<file path="config.mk">
export PLATFORM = sky130hd
export DESIGN_NAME = keypad_scan_ctrl
export DESIGN_NICKNAME = d
export VERILOG_FILES = /design/src/rtl/keypad_pkg.sv /design/src/rtl/sync_2ff.sv /design/src/rtl/keypad_scan_ctrl.sv
export SDC_FILE = /design/constraint.sdc
export NUM_CORES = 1
export LEC_CHECK = 0
export ABC_AREA = 1
export ABC_CLOCK_PERIOD_IN_PS = 6800
export CAP_MARGIN = 20
export CORE_ASPECT_RATIO = 0.7
export CORE_MARGIN = 3
export CORE_UTILIZATION = 55
export CTS_BUF_LIST = sky130_fd_sc_hd__clkbuf_4 sky130_fd_sc_hd__clkbuf_8 sky130_fd_sc_hd__clkbuf_16
export DETAILED_ROUTE_END_ITERATION = 8
export GPL_TIMING_DRIVEN = 1
export PLACE_DENSITY_LB_ADDON = 0.05
export SLEW_MARGIN = 20
export SYNTH_ARGS = -nofsm -noshare
export SYNTH_HDL_FRONTEND = slang
export SYNTH_SLANG_ARGS = --single-unit
</file>
<file path="constraint.sdc">
create_clock -name clk -period 6.8 [get_ports clk]
set_clock_uncertainty 0.05 [all_clocks]
set_input_delay 1.36 -clock clk [delete_from_list [all_inputs] [get_ports clk]]
set_output_delay 1.36 -clock clk [all_outputs]
set_load 0.03 [all_outputs]
</file>
<file path="src/rtl/keypad_pkg.sv">
// Shared types and helpers for the matrix-keypad scanner.
package keypad_pkg;

  typedef enum logic [1:0] {SETTLE, SAMPLE, EVAL} scan_state_t;
  typedef enum logic [1:0] {NONE, SINGLE, MULTI} frame_class_t;

  function automatic int key_code(input int row_idx, input int col_idx, input int ncols);
    return row_idx * ncols + col_idx;
  endfunction

endpackage

</file>
<file path="src/rtl/sync_2ff.sv">
// Two-flop synchroniser for asynchronous level inputs.
module sync_2ff #(
  parameter int W = 1
) (
  input  logic         clk,
  input  logic         rst_n,
  input  logic [W-1:0] d,
  output logic [W-1:0] q
);

  logic [W-1:0] meta;

  always_ff @(posedge clk or negedge rst_n) begin
    if (!rst_n) begin
      meta <= '0;
      q    <= '0;
    end else begin
      meta <= d;
      q    <= meta;
    end
  end

endmodule

</file>
<file path="src/rtl/keypad_scan_ctrl.sv">
// Matrix-keypad scanner: column strobe, frame-level debounce, press/release
// events on a valid/ready port with a sticky overflow flag.
module keypad_scan_ctrl
  import keypad_pkg::*;
#(
  parameter int  NROWS          = 4,
  parameter int  NCOLS          = 4,
  parameter int  SETTLE_CYCLES  = 16,
  parameter int  DEBOUNCE_SCANS = 3,
  localparam int KEY_W          = $clog2(NROWS * NCOLS)
) (
  input  logic             clk,
  input  logic             rst_n,
  input  logic [NROWS-1:0] row,
  output logic [NCOLS-1:0] col,
  output logic             evt_valid,
  input  logic             evt_ready,
  output logic [KEY_W-1:0] evt_code,
  output logic             evt_release,
  output logic             key_held,
  output logic             multi_key,
  output logic             evt_ovf,
  input  logic             ovf_clr
);

  localparam int         NKEYS = NROWS * NCOLS;
  localparam int         CW    = $clog2(NCOLS);
  localparam int         SW    = $clog2(SETTLE_CYCLES);
  localparam logic [3:0] DB    = 4'(DEBOUNCE_SCANS);

  logic [NROWS-1:0] sync_row;

  sync_2ff #(.W(NROWS)) u_row_sync (
    .clk   (clk),
    .rst_n (rst_n),
    .d     (row),
    .q     (sync_row)
  );

  scan_state_t  state_q, state_d;
  logic [CW-1:0] col_idx_q, col_idx_d;
  logic [SW-1:0] settle_q, settle_d;
  logic [NKEYS-1:0] acc_q, acc_d;
  frame_class_t fclass;
  logic [KEY_W-1:0] fcode;
  int ones;
  logic [KEY_W-1:0] cand_q, cand_d, held_code_q, held_code_d, gen_code;
  logic [3:0] cand_cnt_q, cand_cnt_d, none_q, none_d, cnt_next;
  logic held_q, held_d, multi_q, multi_d, gen, gen_rel;

  always_ff @(posedge clk or negedge rst_n) begin
    if (!rst_n) begin
      state_q     <= SETTLE;
      col_idx_q   <= '0;
      settle_q    <= '0;
      acc_q       <= '0;
      cand_q      <= '0;
      cand_cnt_q  <= '0;
      held_code_q <= '0;
      none_q      <= '0;
      held_q      <= 1'b0;
      multi_q     <= 1'b0;
      col         <= '0;
    end else begin
      state_q     <= state_d;
      col_idx_q   <= col_idx_d;
      settle_q    <= settle_d;
      acc_q       <= acc_d;
      cand_q      <= cand_d;
      cand_cnt_q  <= cand_cnt_d;
      held_code_q <= held_code_d;
      none_q      <= none_d;
      held_q      <= held_d;
      multi_q     <= multi_d;
      // Registered from next state so col reads 0 out of reset.
      col         <= (state_d == EVAL) ? '0 : (NCOLS'(1) << col_idx_d);
    end
  end

  always_comb begin
    state_d     = state_q;
    col_idx_d   = col_idx_q;
    settle_d    = settle_q;
    acc_d       = acc_q;
    ones        = 0;
    fcode       = '0;
    cand_d      = cand_q;
    cand_cnt_d  = cand_cnt_q;
    held_code_d = held_code_q;
    none_d      = none_q;
    held_d      = held_q;
    multi_d     = multi_q;
    gen         = 1'b0;
    gen_code    = '0;
    gen_rel     = 1'b0;

    // Downward walk leaves fcode at the lowest set index.
    for (int i = NKEYS - 1; i >= 0; i--) begin
      if (acc_q[i]) begin
        ones  = ones + 1;
        fcode = KEY_W'(i);
      end
    end
    fclass   = (ones == 0) ? NONE : ((ones == 1) ? SINGLE : MULTI);
    cnt_next = (fcode != cand_q) ? 4'd1 : ((cand_cnt_q == DB) ? DB : cand_cnt_q + 4'd1);

    case (state_q)
      SETTLE: begin
        if (settle_q == SW'(SETTLE_CYCLES - 1)) begin
          settle_d = '0;
          state_d  = SAMPLE;
        end else begin
          settle_d = settle_q + SW'(1);
        end
      end
      SAMPLE: begin
        for (int r = 0; r < NROWS; r++) begin
          acc_d[KEY_W'(key_code(r, int'(col_idx_q), NCOLS))] =
            acc_q[KEY_W'(key_code(r, int'(col_idx_q), NCOLS))] | sync_row[r];
        end
        if (col_idx_q == CW'(NCOLS - 1)) begin
          state_d = EVAL;
        end else begin
          col_idx_d = col_idx_q + CW'(1);
          state_d   = SETTLE;
        end
      end
      default: begin
        acc_d     = '0;
        col_idx_d = '0;
        state_d   = SETTLE;
        multi_d   = (fclass == MULTI);
        if (fclass == MULTI) begin
          cand_cnt_d = '0;
          none_d     = '0;
        end else if (!held_q) begin
          if (fclass == SINGLE) begin
            cand_d = fcode;
            if (cnt_next == DB) begin
              held_d      = 1'b1;
              held_code_d = fcode;
              cand_cnt_d  = '0;
              none_d      = '0;
              gen         = 1'b1;
              gen_code    = fcode;
            end else begin
              cand_cnt_d = cnt_next;
            end
          end else begin
            cand_cnt_d = '0;
          end
        end else if (fclass == NONE) begin
          if (none_q + 4'd1 == DB) begin
            held_d   = 1'b0;
            none_d   = '0;
            gen      = 1'b1;
            gen_code = held_code_q;
            gen_rel  = 1'b1;
          end else begin
            none_d = none_q + 4'd1;
          end
        end else if (fcode == held_code_q) begin
          none_d = '0;
        end
      end
    endcase
  end

  // Handshake: an event transfers on any cycle with evt_valid & evt_ready;
  // evt_code/evt_release hold steady while evt_valid is high and unaccepted.
  logic accept;
  assign accept = evt_valid & evt_ready;

  always_ff @(posedge clk or negedge rst_n) begin
    if (!rst_n) begin
      evt_valid   <= 1'b0;
      evt_code    <= '0;
      evt_release <= 1'b0;
      evt_ovf     <= 1'b0;
    end else begin
      if (gen && (!evt_valid || accept)) begin
        evt_valid   <= 1'b1;
        evt_code    <= gen_code;
        evt_release <= gen_rel;
      end else if (accept) begin
        evt_valid <= 1'b0;
      end
      if (gen && evt_valid && !accept) evt_ovf <= 1'b1;
      else if (ovf_clr)                evt_ovf <= 1'b0;
    end
  end

  assign key_held  = held_q;
  assign multi_key = multi_q;

endmodule

</file>
==> results.json <==
{
  "cp_slowest_cell": "dfrtp_1",
  "route.antenna.remaining_nets": 0,
  "wl_per_cell_um": 12.32,
  "crit_arrival_ns": 5.06,
  "hold_violations": 0,
  "rsz0062_at_grt": "no",
  "numCtsBuffers": 5,
  "fmax_mhz": 204.1,
  "routabilityCongestion": 0.9000,
  "die_h_um": 67.01,
  "cp-start-kind": "flop",
  "grt_start_max_net_pins": 50,
  "finalNetCount": 435,
  "p_leak_nw": 1.698,
  "antenna_found_initial": 0,
  "instances_no_fill": 485,
  "synth_cell_type_count": 29,
  "viasPerCell": 5.113,
  "slew_headroom_pct": 26.59,
  "grt_pass1_wl_mm": 10.78,
  "drt_first_pass_iters": 6,
  "cts_sinks": 49,
  "cp_common_cell": "nand2_1",
  "insertion_delay_ns": 0.31,
  "p_sw_share_pct": 25.52,
  "syn_nets": 411,
  "syn2layout_area_growth_pct": 12.92,
  "clock_path_buffers": 2,
  "die_w_um": 93.15,
  "synth-seq-cells": 49,
  "fin_crit_sh_pct": 72.05,
  "netlist_instances": 391,
  "comb_power_share_pct": 9.7,
  "hpwl_mm": 4.509,
  "tritoncts": "built",
  "synth_edf_count": 0,
  "hold_class": "flop to flop",
  "power.internal_mw": 0.4226,
  "num_vias": 2480,
  "grt_usage_pct": 22.04,
  "critPathKind": "flop to flop",
  "cts-resized-gates": 0,
  "pwr-share-seq_pct": 52.2,
  "crit_fanout": 9,
  "worstPathRequired_ns": 6.96,
  "setup-violations-final": 0,
  "num_rows": 21,
  "synth_area_um2": 2924,
  "diodes": 0,
  "synth_ff_type": "dfrtp_1",
  "yosysSeqAreaShare_pct": 41.93,
  "status": "completed",
  "slew_viol_final": 0,
  "tightest_slew_ns": 1.073,
  "drt_iter0_markers": 194,
  "gr-total-overflow": 0,
  "power_density_nw_per_um2": 171.8,
  "post_cts_buffers": 0,
  "fin_tns_setup_ns": 0,
  "remaining_drc_errors": 0,
  "io_pins": 21,
  "start_util_pct": 59.19,
  "cp-startpoint": "acc_q[6]$_DFFE_PN0P_",
  "dp_cells": 477,
  "die_area_um2": 6242,
  "grt_pass1_vias": 2398,
  "synth_async_sr_flop_share_pct": 100.0,
  "path_clk_slew_ns": 0.10,
  "peakVddDrop_uv": 159.0,
  "num-fill-cells": 445,
  "avgSynthCellArea_um2": 7.478,
  "final_cell_mix": "110 x nand2_1, 59 x inv_1, 49 x dfrtp_1",
  "hold_buffers": 0,
  "cp-end-kind": "flop",
  "io_buffer_count": 18,
  "layout-drive-gt1-share_pct": 8.654,
  "clock_tree.root_cell": "clkbuf_8",
  "worstHoldStart": "u_row_sync.meta[0]$_DFF_PN0_",
  "max_stage_delay_ns": 0.41,
  "routed_wl_mm": 5.975,
  "htree_levels": 2,
  "coreArea_um2": 4940,
  "max_cap_viol_count": 0,
  "min_period_ns": 4.899,
  "final_common_cell": "nand2_1",
  "clkPwrFrac_pct": 38.1,
  "synth_warnings": 0,
  "r2r-start": "acc_q[6]$_DFFE_PN0P_",
  "p_switching_mw": 0.1448
}
[per-layer routing]
metal,vias up,track usage (%),wire length [µm]
li1,1295,-,-
met1,1117,31.83,3155
met2,61,32.83,2458
met3,7,4.853,281
met4,0,7.130,79
met5,-,0,0
[synth_stat cells, drive strengths merged, types with 4 or more instances]
| master | n | area share [%] |
|---|---|---|
| xor2 | 4 | 1.2 |
| nand3 | 37 | 7.0 |
| o22ai | 11 | 2.4 |
| nand4 | 9 | 2.4 |
| o21ai | 16 | 2.7 |
| nand2 | 120 | 16 |
| a21oi | 6 | 1.0 |
| dfrtp | 49 | 42 |
| xnor2 | 5 | 1.5 |
| ha | 12 | 5.1 |
| inv | 64 | 8.2 |
| nor2 | 44 | 7.0 |
[critical path, delay by kind of cell, from the launching register on]
family,cells,cell delay (ns)
simple gates,20,2.09
buf+inv,5,0.39
flops,1,0.41
fa+ha+maj,6,1.65
compound gates,1,0.23
[area by class of cell]
class | count | area (µm²) | share of cell area, %
clock buffers | 5 | 68.82 | 2.084
clock inverters | 3 | 47.55 | 1.440
inverters | 64 | 240.2 | 7.275
multi-input cells | 277 | 1455 | 44.07
flip-flops and latches | 49 | 1226 | 37.14
well taps | 69 | 86.33 | 2.615
repair buffers | 18 | 177.7 | 5.381
[cells by family after synthesis]
family / count (synthesis) / synth area share (%)
xor+xnor: 9 / 2.696
compound gates: 40 / 7.959
fa+ha+maj: 12 / 5.135
simple gates: 216 / 33.93
buf+inv: 65 / 8.344
flops: 49 / 41.93
[metrics by stage]
step	cell area, µm²	worst slack, ns	total power [mW]	util, %	hold slack (ns)
floorplan	2924	2.371	0.3391	-	0.2812
global placement	3182	1.974	0.3552	64.41	0.2831
detailed placement	3182	1.880	0.3571	64.41	0.2917
CTS	3298	1.865	0.5735	66.77	0.3153
global route	3302	1.360	0.5954	66.84	0.3303
finish	3302	1.901	0.5673	66.84	0.3123
[power by group through the flow]
| stage | Combinational, mW | Clock (mW) | Sequential, mW |
|---|---|---|---|
| after floorplan | 0.0380 | 0 | 0.301 |
| after global placement | 0.0535 | 0 | 0.302 |
| after detailed placement | 0.0552 | 0 | 0.302 |
| after CTS | 0.0552 | 0.222 | 0.296 |
| after global routing | 0.0637 | 0.235 | 0.297 |
| final | 0.0548 | 0.216 | 0.296 |
[flip-flops by register name (all words and copies together), names as in the netlist]
register and cells:
held_code_q 4, cand_cnt_q 4, none_q 4, u_row_sync.meta 2
evt_valid 1, multi_key 1, settle_q 4, key_held 1
state_q 2, evt_ovf 1, evt_code 4, col 4
acc_q 8, cand_q 4, evt_release 1, u_row_sync.q 2
col_idx_q 2
[final timing paths]
kind / cells after the start / endpoint / slack, ns
setup / recovery: 32 / evt_code[0]$_DFFE_PN0P_ / 1.90
hold / removal: 0 / u_row_sync.q[0]$_DFF_PN0_ / 0.31
setup reg to reg: 32 / evt_code[0]$_DFFE_PN0P_ / 1.90
hold reg to reg: 0 / u_row_sync.q[0]$_DFF_PN0_ / 0.31
max in group asynchronous: 1 / multi_key$_DFFE_PN0P_ / 5.28
min in group asynchronous: 1 / none_q[0]$_DFFE_PN0P_ / 1.00
Power figures use the tool's default switching activity.
